File: src/rtl/midi_cmd_rx.sv
// MIDI serial receiver and single-channel note command decoder.
// Each Note On/Off or All-Notes-Off message becomes one Avalon-MM write pulse.
module midi_cmd_rx #(
  parameter int CLKS_PER_BIT = 1600,
  parameter int CHANNEL      = 0
) (
  input  logic        clk,
  input  logic        reset,
  input  logic        i_midi_rx,
  output logic        avm_m0_write,
  output logic [31:0] avm_m0_writedata,
  output logic        o_frame_err,
  output logic        o_busy
);

  localparam int              CW        = $clog2(CLKS_PER_BIT);
  localparam logic [CW-1:0]   BIT_LAST  = CW'(CLKS_PER_BIT - 1);
  localparam logic [CW-1:0]   HALF_LAST = CW'(CLKS_PER_BIT / 2 - 1);
  localparam logic [3:0]      CH        = 4'(CHANNEL);

  typedef enum logic [2:0] {RX_IDLE, RX_START, RX_DATA, RX_STOP, RX_BREAK} rx_state_t;
  typedef enum logic [1:0] {P_WAIT_STATUS, P_WAIT_D1, P_WAIT_D2} p_state_t;

  // ---------------- synchronizer and edge detect ----------------
  logic       rx_s1, rx_s2, rx_prev;
  logic [1:0] sync_ok;
  logic       fall;

  // sync_ok marks when rx_s2 holds a real line sample rather than its reset
  // value, so a line already low at reset release never looks like an edge.
  always_ff @(posedge clk or negedge reset) begin
    if (!reset) begin
      rx_s1   <= 1'b1;
      rx_s2   <= 1'b1;
      sync_ok <= 2'b00;
      rx_prev <= 1'b0;
    end else begin
      // NOTE: sequential state uses non-blocking assignments so every flop
      // samples the pre-edge value of its neighbours.
      rx_s1   <= i_midi_rx;
      rx_s2   <= rx_s1;
      sync_ok <= {sync_ok[0], 1'b1};
      rx_prev <= rx_s2 & sync_ok[1];
    end
  end

  assign fall = rx_prev & ~rx_s2;

  // ---------------- receiver FSM ----------------
  rx_state_t     rx_state, rx_state_d;
  logic [CW-1:0] cnt, cnt_d;
  logic [2:0]    bit_idx, bit_idx_d;
  logic [7:0]    shreg, shreg_d;
  logic          stop_done, stop_done_d, stop_ok, stop_ok_d;
  logic          byte_valid;

  always_comb begin
    // NOTE: every combinational output gets a default first, so no path
    // through the case can leave it unassigned and infer a latch.
    rx_state_d  = rx_state;
    cnt_d       = cnt + CW'(1);
    bit_idx_d   = bit_idx;
    shreg_d     = shreg;
    stop_done_d = 1'b0;
    stop_ok_d   = stop_ok;
    case (rx_state)
      RX_IDLE: begin
        cnt_d = '0;
        if (fall) rx_state_d = RX_START;
      end
      RX_START:
        if (cnt == HALF_LAST) begin
          cnt_d      = '0;
          bit_idx_d  = '0;
          rx_state_d = rx_s2 ? RX_IDLE : RX_DATA;
        end
      RX_DATA:
        if (cnt == BIT_LAST) begin
          cnt_d     = '0;
          shreg_d   = {rx_s2, shreg[7:1]};
          bit_idx_d = bit_idx + 3'd1;
          if (bit_idx == 3'd7) rx_state_d = RX_STOP;
        end
      RX_STOP:
        if (cnt == BIT_LAST) begin
          cnt_d       = '0;
          stop_done_d = 1'b1;
          stop_ok_d   = rx_s2;
          rx_state_d  = rx_s2 ? RX_IDLE : RX_BREAK;
        end
      RX_BREAK: begin
        cnt_d = '0;
        if (rx_s2) rx_state_d = RX_IDLE;
      end
      default: rx_state_d = RX_IDLE;
    endcase
  end

  always_ff @(posedge clk or negedge reset) begin
    if (!reset) begin
      rx_state    <= RX_IDLE;
      cnt         <= '0;
      bit_idx     <= '0;
      shreg       <= '0;
      stop_done   <= 1'b0;
      stop_ok     <= 1'b0;
      byte_valid  <= 1'b0;
      o_frame_err <= 1'b0;
      o_busy      <= 1'b0;
    end else begin
      rx_state    <= rx_state_d;
      cnt         <= cnt_d;
      bit_idx     <= bit_idx_d;
      shreg       <= shreg_d;
      stop_done   <= stop_done_d;
      stop_ok     <= stop_ok_d;
      byte_valid  <= stop_done & stop_ok;
      o_frame_err <= stop_done & ~stop_ok;
      o_busy      <= (rx_state_d != RX_IDLE);
    end
  end

  // ---------------- message parser ----------------
  // Running status only needs the message type nibble: the channel is fixed.
  p_state_t    ps, ps_d;
  logic [3:0]  rs, rs_d;
  logic        rs_valid, rs_valid_d;
  logic [6:0]  d1, d1_d;
  logic        wr, wr_d;
  logic [15:0] cmd, cmd_d;
  logic [7:0]  rx_byte;

  assign rx_byte = shreg;

  always_comb begin
    ps_d       = ps;
    rs_d       = rs;
    rs_valid_d = rs_valid;
    d1_d       = d1;
    wr_d       = 1'b0;
    cmd_d      = cmd;
    if (byte_valid) begin
      if (rx_byte >= 8'hF8) begin
        // real-time bytes pass through without disturbing the message
      end else if (rx_byte >= 8'hF0) begin
        rs_valid_d = 1'b0;
        ps_d       = P_WAIT_STATUS;
      end else if (rx_byte[7]) begin
        if (rx_byte[3:0] == CH &&
            (rx_byte[7:4] == 4'h8 || rx_byte[7:4] == 4'h9 || rx_byte[7:4] == 4'hB)) begin
          rs_d       = rx_byte[7:4];
          rs_valid_d = 1'b1;
          ps_d       = P_WAIT_D1;
        end else begin
          rs_valid_d = 1'b0;
          ps_d       = P_WAIT_STATUS;
        end
      end else begin
        case (ps)
          P_WAIT_STATUS:
            if (rs_valid) begin
              d1_d = rx_byte[6:0];
              ps_d = P_WAIT_D2;
            end
          P_WAIT_D1: begin
            d1_d = rx_byte[6:0];
            ps_d = P_WAIT_D2;
          end
          P_WAIT_D2: begin
            ps_d = P_WAIT_STATUS;
            case (rs)
              4'h9:
                if (d1 != 7'h7F) begin
                  wr_d  = 1'b1;
                  cmd_d = (rx_byte[6:0] != 7'h00) ? {1'b1, d1, 1'b0, rx_byte[6:0]}
                                                  : {1'b0, d1, 8'h00};
                end
              4'h8:
                if (d1 != 7'h7F) begin
                  wr_d  = 1'b1;
                  cmd_d = {1'b0, d1, 8'h00};
                end
              4'hB:
                if (d1 == 7'd120 || d1 == 7'd123) begin
                  wr_d  = 1'b1;
                  cmd_d = 16'h7F00;
                end
              default: ;
            endcase
          end
          default: ps_d = P_WAIT_STATUS;
        endcase
      end
    end
  end

  always_ff @(posedge clk or negedge reset) begin
    if (!reset) begin
      ps       <= P_WAIT_STATUS;
      rs       <= '0;
      rs_valid <= 1'b0;
      d1       <= '0;
      wr       <= 1'b0;
      cmd      <= '0;
    end else begin
      ps       <= ps_d;
      rs       <= rs_d;
      rs_valid <= rs_valid_d;
      d1       <= d1_d;
      wr       <= wr_d;
      cmd      <= cmd_d;
    end
  end

  assign avm_m0_write     = wr;
  assign avm_m0_writedata = {16'h0000, cmd};

endmodule

File: config.mk
export PLATFORM = sky130hd
export DESIGN_NAME = midi_cmd_rx
export DESIGN_NICKNAME = d
export VERILOG_FILES = /design/src/rtl/midi_cmd_rx.sv
export SDC_FILE = /design/constraint.sdc
export NUM_CORES = 1
export LEC_CHECK = 0
export CORE_ASPECT_RATIO = 0.8
export CORE_UTILIZATION = 45
export CTS_BUF_LIST = sky130_fd_sc_hd__clkbuf_16
export DETAILED_ROUTE_END_ITERATION = 6
export PLACE_DENSITY = 0.67
export SYNTH_ARGS = -nofsm -noshare
export SYNTH_HDL_FRONTEND = slang
export SYNTH_SLANG_ARGS = --single-unit
File: constraint.sdc
create_clock -name clk -period 2.2 [get_ports clk]
set_input_delay 0.33 -clock clk [delete_from_list [all_inputs] [get_ports clk]]
set_output_delay 0.33 -clock clk [all_outputs]
set_load 0.01 [all_outputs]
==> results.txt <==
CORE AREA: 6100 sq um
Detail Placement HPWL: 3530 um
Yosys Warn Count: 0
PD cells: 797 nW/um^2
Pleak: 1.62 nW
slowest stage cell on the critical path: a2111oi_2
Required @ worst endpoint: 2400 ps
Async SR Flop Fraction: 100%
failing checks: negative hold slack
synthesized cell area: 2940 sq um
post-synthesis sequential area ratio: 55.4%
number of port buffers: 20
GR Util All Layers: 17.6%
clock skew: 5.53 ps
internal power: 2.17 mW
Final Max Tran Viols: 0
ant diodes: 0
width of the die: 92.4 um
Synth cell types: 50
switching power: 0.633 mW
DRT Wirelength: 5240 um
Placed Cells: 364
CP delay by family, top: compound AO/OA/AOI/OAI gates
Crit path largest cell delay: 430 ps
Final Total Pwr: 2.80 mW
NumNets Final: 300
Net Sw Frac: 22.6%
CTS buffer count: 9
layout cell share with drive strength beyond 1: 16.4%
P&R area growth vs syn: 19.5%
initial antenna violation count: 0
Initial DRC Count: 104
GP Congestion: 0.729
status: finished, violations left
Worst setup SP type: flip-flop
Routed WL per cell: 13.8 um
Die Ht: 74.3 um
pin count of the biggest net entering global routing: 66
Post-synth EDFFs: 0
final setup margin: 258 ps
CP Class: flip-flop to flip-flop
CTS tree: done
H-tree depth: 3
grt total ovfl: 0
maximum buffer depth of the clock tree: 2
first-pass GRT wire length: 8980 um
# resized after CTS: 0
Layout fillers: 539
Die ar.: 6860 sq um
final hold vios: 2
initial core utilization: 48.2%
Max-Cap Viols: 0
post-synthesis register bit count: 65
top_reg_cell synth: dfrtp_1
final setup fails: 0
setup bufs post-CTS: 0
upper clock frequency limit: 515 MHz
Core Util, Final: 57.6%
crit-path max FO: 6
DRC viols: 0
register share of total power: 46.5%
CP Cell Sequence: nand4_1 > a2111oi_2 > a21boi_1 > or2_0 > o22a_1
I/O Pins: 38
final cycle utilization of the critical path: 88.3%
pre-CTS WS: 258 ps
hold_buf cts: 0
vias in the first global route: 1763
VDD IR max: 0.610 mV
vias: 1906
vias per inst: 5.02
clock-pin transition on the worst setup and hold timing paths: 50 ps
DRT Pass-1 Iters: 4
Final Instance Count excl. Fillers: 380
Mapped Cells: 259
clock share of power: 47.5%
Worst EP arrival: 2150 ps
RSZ-0062 raised after global routing: no
leading cell type in the layout, fill and taps excluded: dfrtp_1
commonest non-fill, non-tap cells in the layout: dfrtp_1, nand2_1, clkdlybuf4s50_1
clk_lat worst skew: 330 ps
Sink Count: 65
Clock Tree Root: clkbuf_16
remaining antenna violation count: 0
setup tns final: 0 ps
Rows: 25
WHS: -1.81 ps
CP Capture Type: flip-flop
Synth Area per Inst: 11.4 sq um
CP bufs+invs: 0
Final min period: 1940 ps
Comb power frac: 6.1%
worst hold path class: input pin to asynchronous set/reset pin
[layer usage]
layer  vias up  wire length [um]  GRT usage, %
met5         -                 0             0
met2        42              2080          22.9
met4         0                86          7.29
li1        939                 -             -
met3         9               213          6.44
met1       916              2860          26.2
[through the flow]
step / area, sq um / hold slack [ps]
3_3_place_gp: 3230 / 333
6_report: 3510 / -1.81
3_5_place_dp: 3230 / 343
2_1_floorplan: 3000 / 34.4
5_1_grt: 3510 / 34.8
4_1_cts: 3510 / 25.9
[final timing paths]
| path | from | slack, ps | endpoint | cells after the start |
|---|---|---|---|---|
| setup / recovery | d1[3]$_DFFE_PN0P_ | 260 | cmd[13]$_DFFE_PN0P_ | 5 |
| hold / removal | reset | -2 | cmd[13]$_DFFE_PN0P_ | 2 |
| setup reg to reg | d1[3]$_DFFE_PN0P_ | 260 | cmd[13]$_DFFE_PN0P_ | 5 |
| hold reg to reg | rx_s1$_DFF_PN1_ | 360 | rx_s2$_DFF_PN1_ | 0 |
| max in group asynchronous | reset | 1890 | rx_s1$_DFF_PN1_ | 2 |
| min in group clk | rx_s1$_DFF_PN1_ | 360 | rx_s2$_DFF_PN1_ | 0 |
[worst reg2reg max path: cells and delay by family, from the launching register on]
| family | cells | cell delay [ps] |
|---|---|---|
| AOI/OAI and AO/OA | 3 | 880 |
| DFF | 1 | 380 |
| and+or+nand+nor | 2 | 560 |
[final cells by class]
type | count | area, sq um | share of cell area, %
Tap cell | 81 | 101 | 2.88
Clock buffer | 9 | 225 | 6.41
Timing Repair Buffer | 30 | 283 | 8.05
Inverter | 12 | 45.0 | 1.28
Sequential cell | 65 | 1630 | 46.4
Clock inverter | 7 | 53.8 | 1.53
Multi-Input combinational cell | 176 | 1180 | 33.5
[registers in the layout, indices dropped and copies added (netlist names), 2 cells and up]
signal	cells
cmd	15
cnt	11
rx_byte	8
d1	7
rs	4
bit_idx	3
rx_state	3
ps	2
sync_ok	2
[cells by family after synthesis]
| family | share of synthesized area [%] |
|---|---|
| simple gates | 15.7 |
| flops | 55.4 |
| compound gates | 9.74 |
| buf+inv | 6.64 |
| mux | 8.04 |
| xor+xnor | 2.98 |
| fa+ha+maj | 1.28 |
| other cells | 0.255 |
[synthesized netlist by cell type (2+ instances only)]
cell      count  area share, %
buf_4        17            4.3
and2_1        3           0.64
inv_1        12            1.5
nor2b_1       6            1.3
o31ai_1       7            1.8
nor4_1        2           0.43
buf_2         3           0.51
conb_1        2           0.26
o211ai_1      2           0.51
nor2_1       18            2.3
clkbuf_1      2           0.26
nor2_2        2           0.43
and3_1        2           0.43
dfrtp_1      63             54
or3b_1        2           0.60
nand2_1      19            2.4
o21ai_0      10            1.7
o22a_1        6            1.8
a221o_1       2           0.68
nor3_1        3           0.51
mux2_2       16            6.1
xor2_1        6            1.8
nand3b_1      2           0.51
xnor2_1       4            1.2
nand4_1       3           0.64
dfstp_2       2            1.8
mux2i_1       3            1.0
nand2b_1      4           0.85
nand3_1      10            1.7
ha_1          3            1.3
a21oi_1       4           0.68
[power by group through the flow]
stage          sequential, mW  clock [mW]  combinational, mW
4_1_cts                  1.30        1.35              0.175
5_1_grt                  1.31        1.43              0.199
3_5_place_dp             1.32           0              0.175
3_3_place_gp             1.32           0              0.170
6_report                 1.30        1.33              0.170
2_1_floorplan            1.31           0              0.140
No activity file was read; power rests on OpenSTA's default activity.
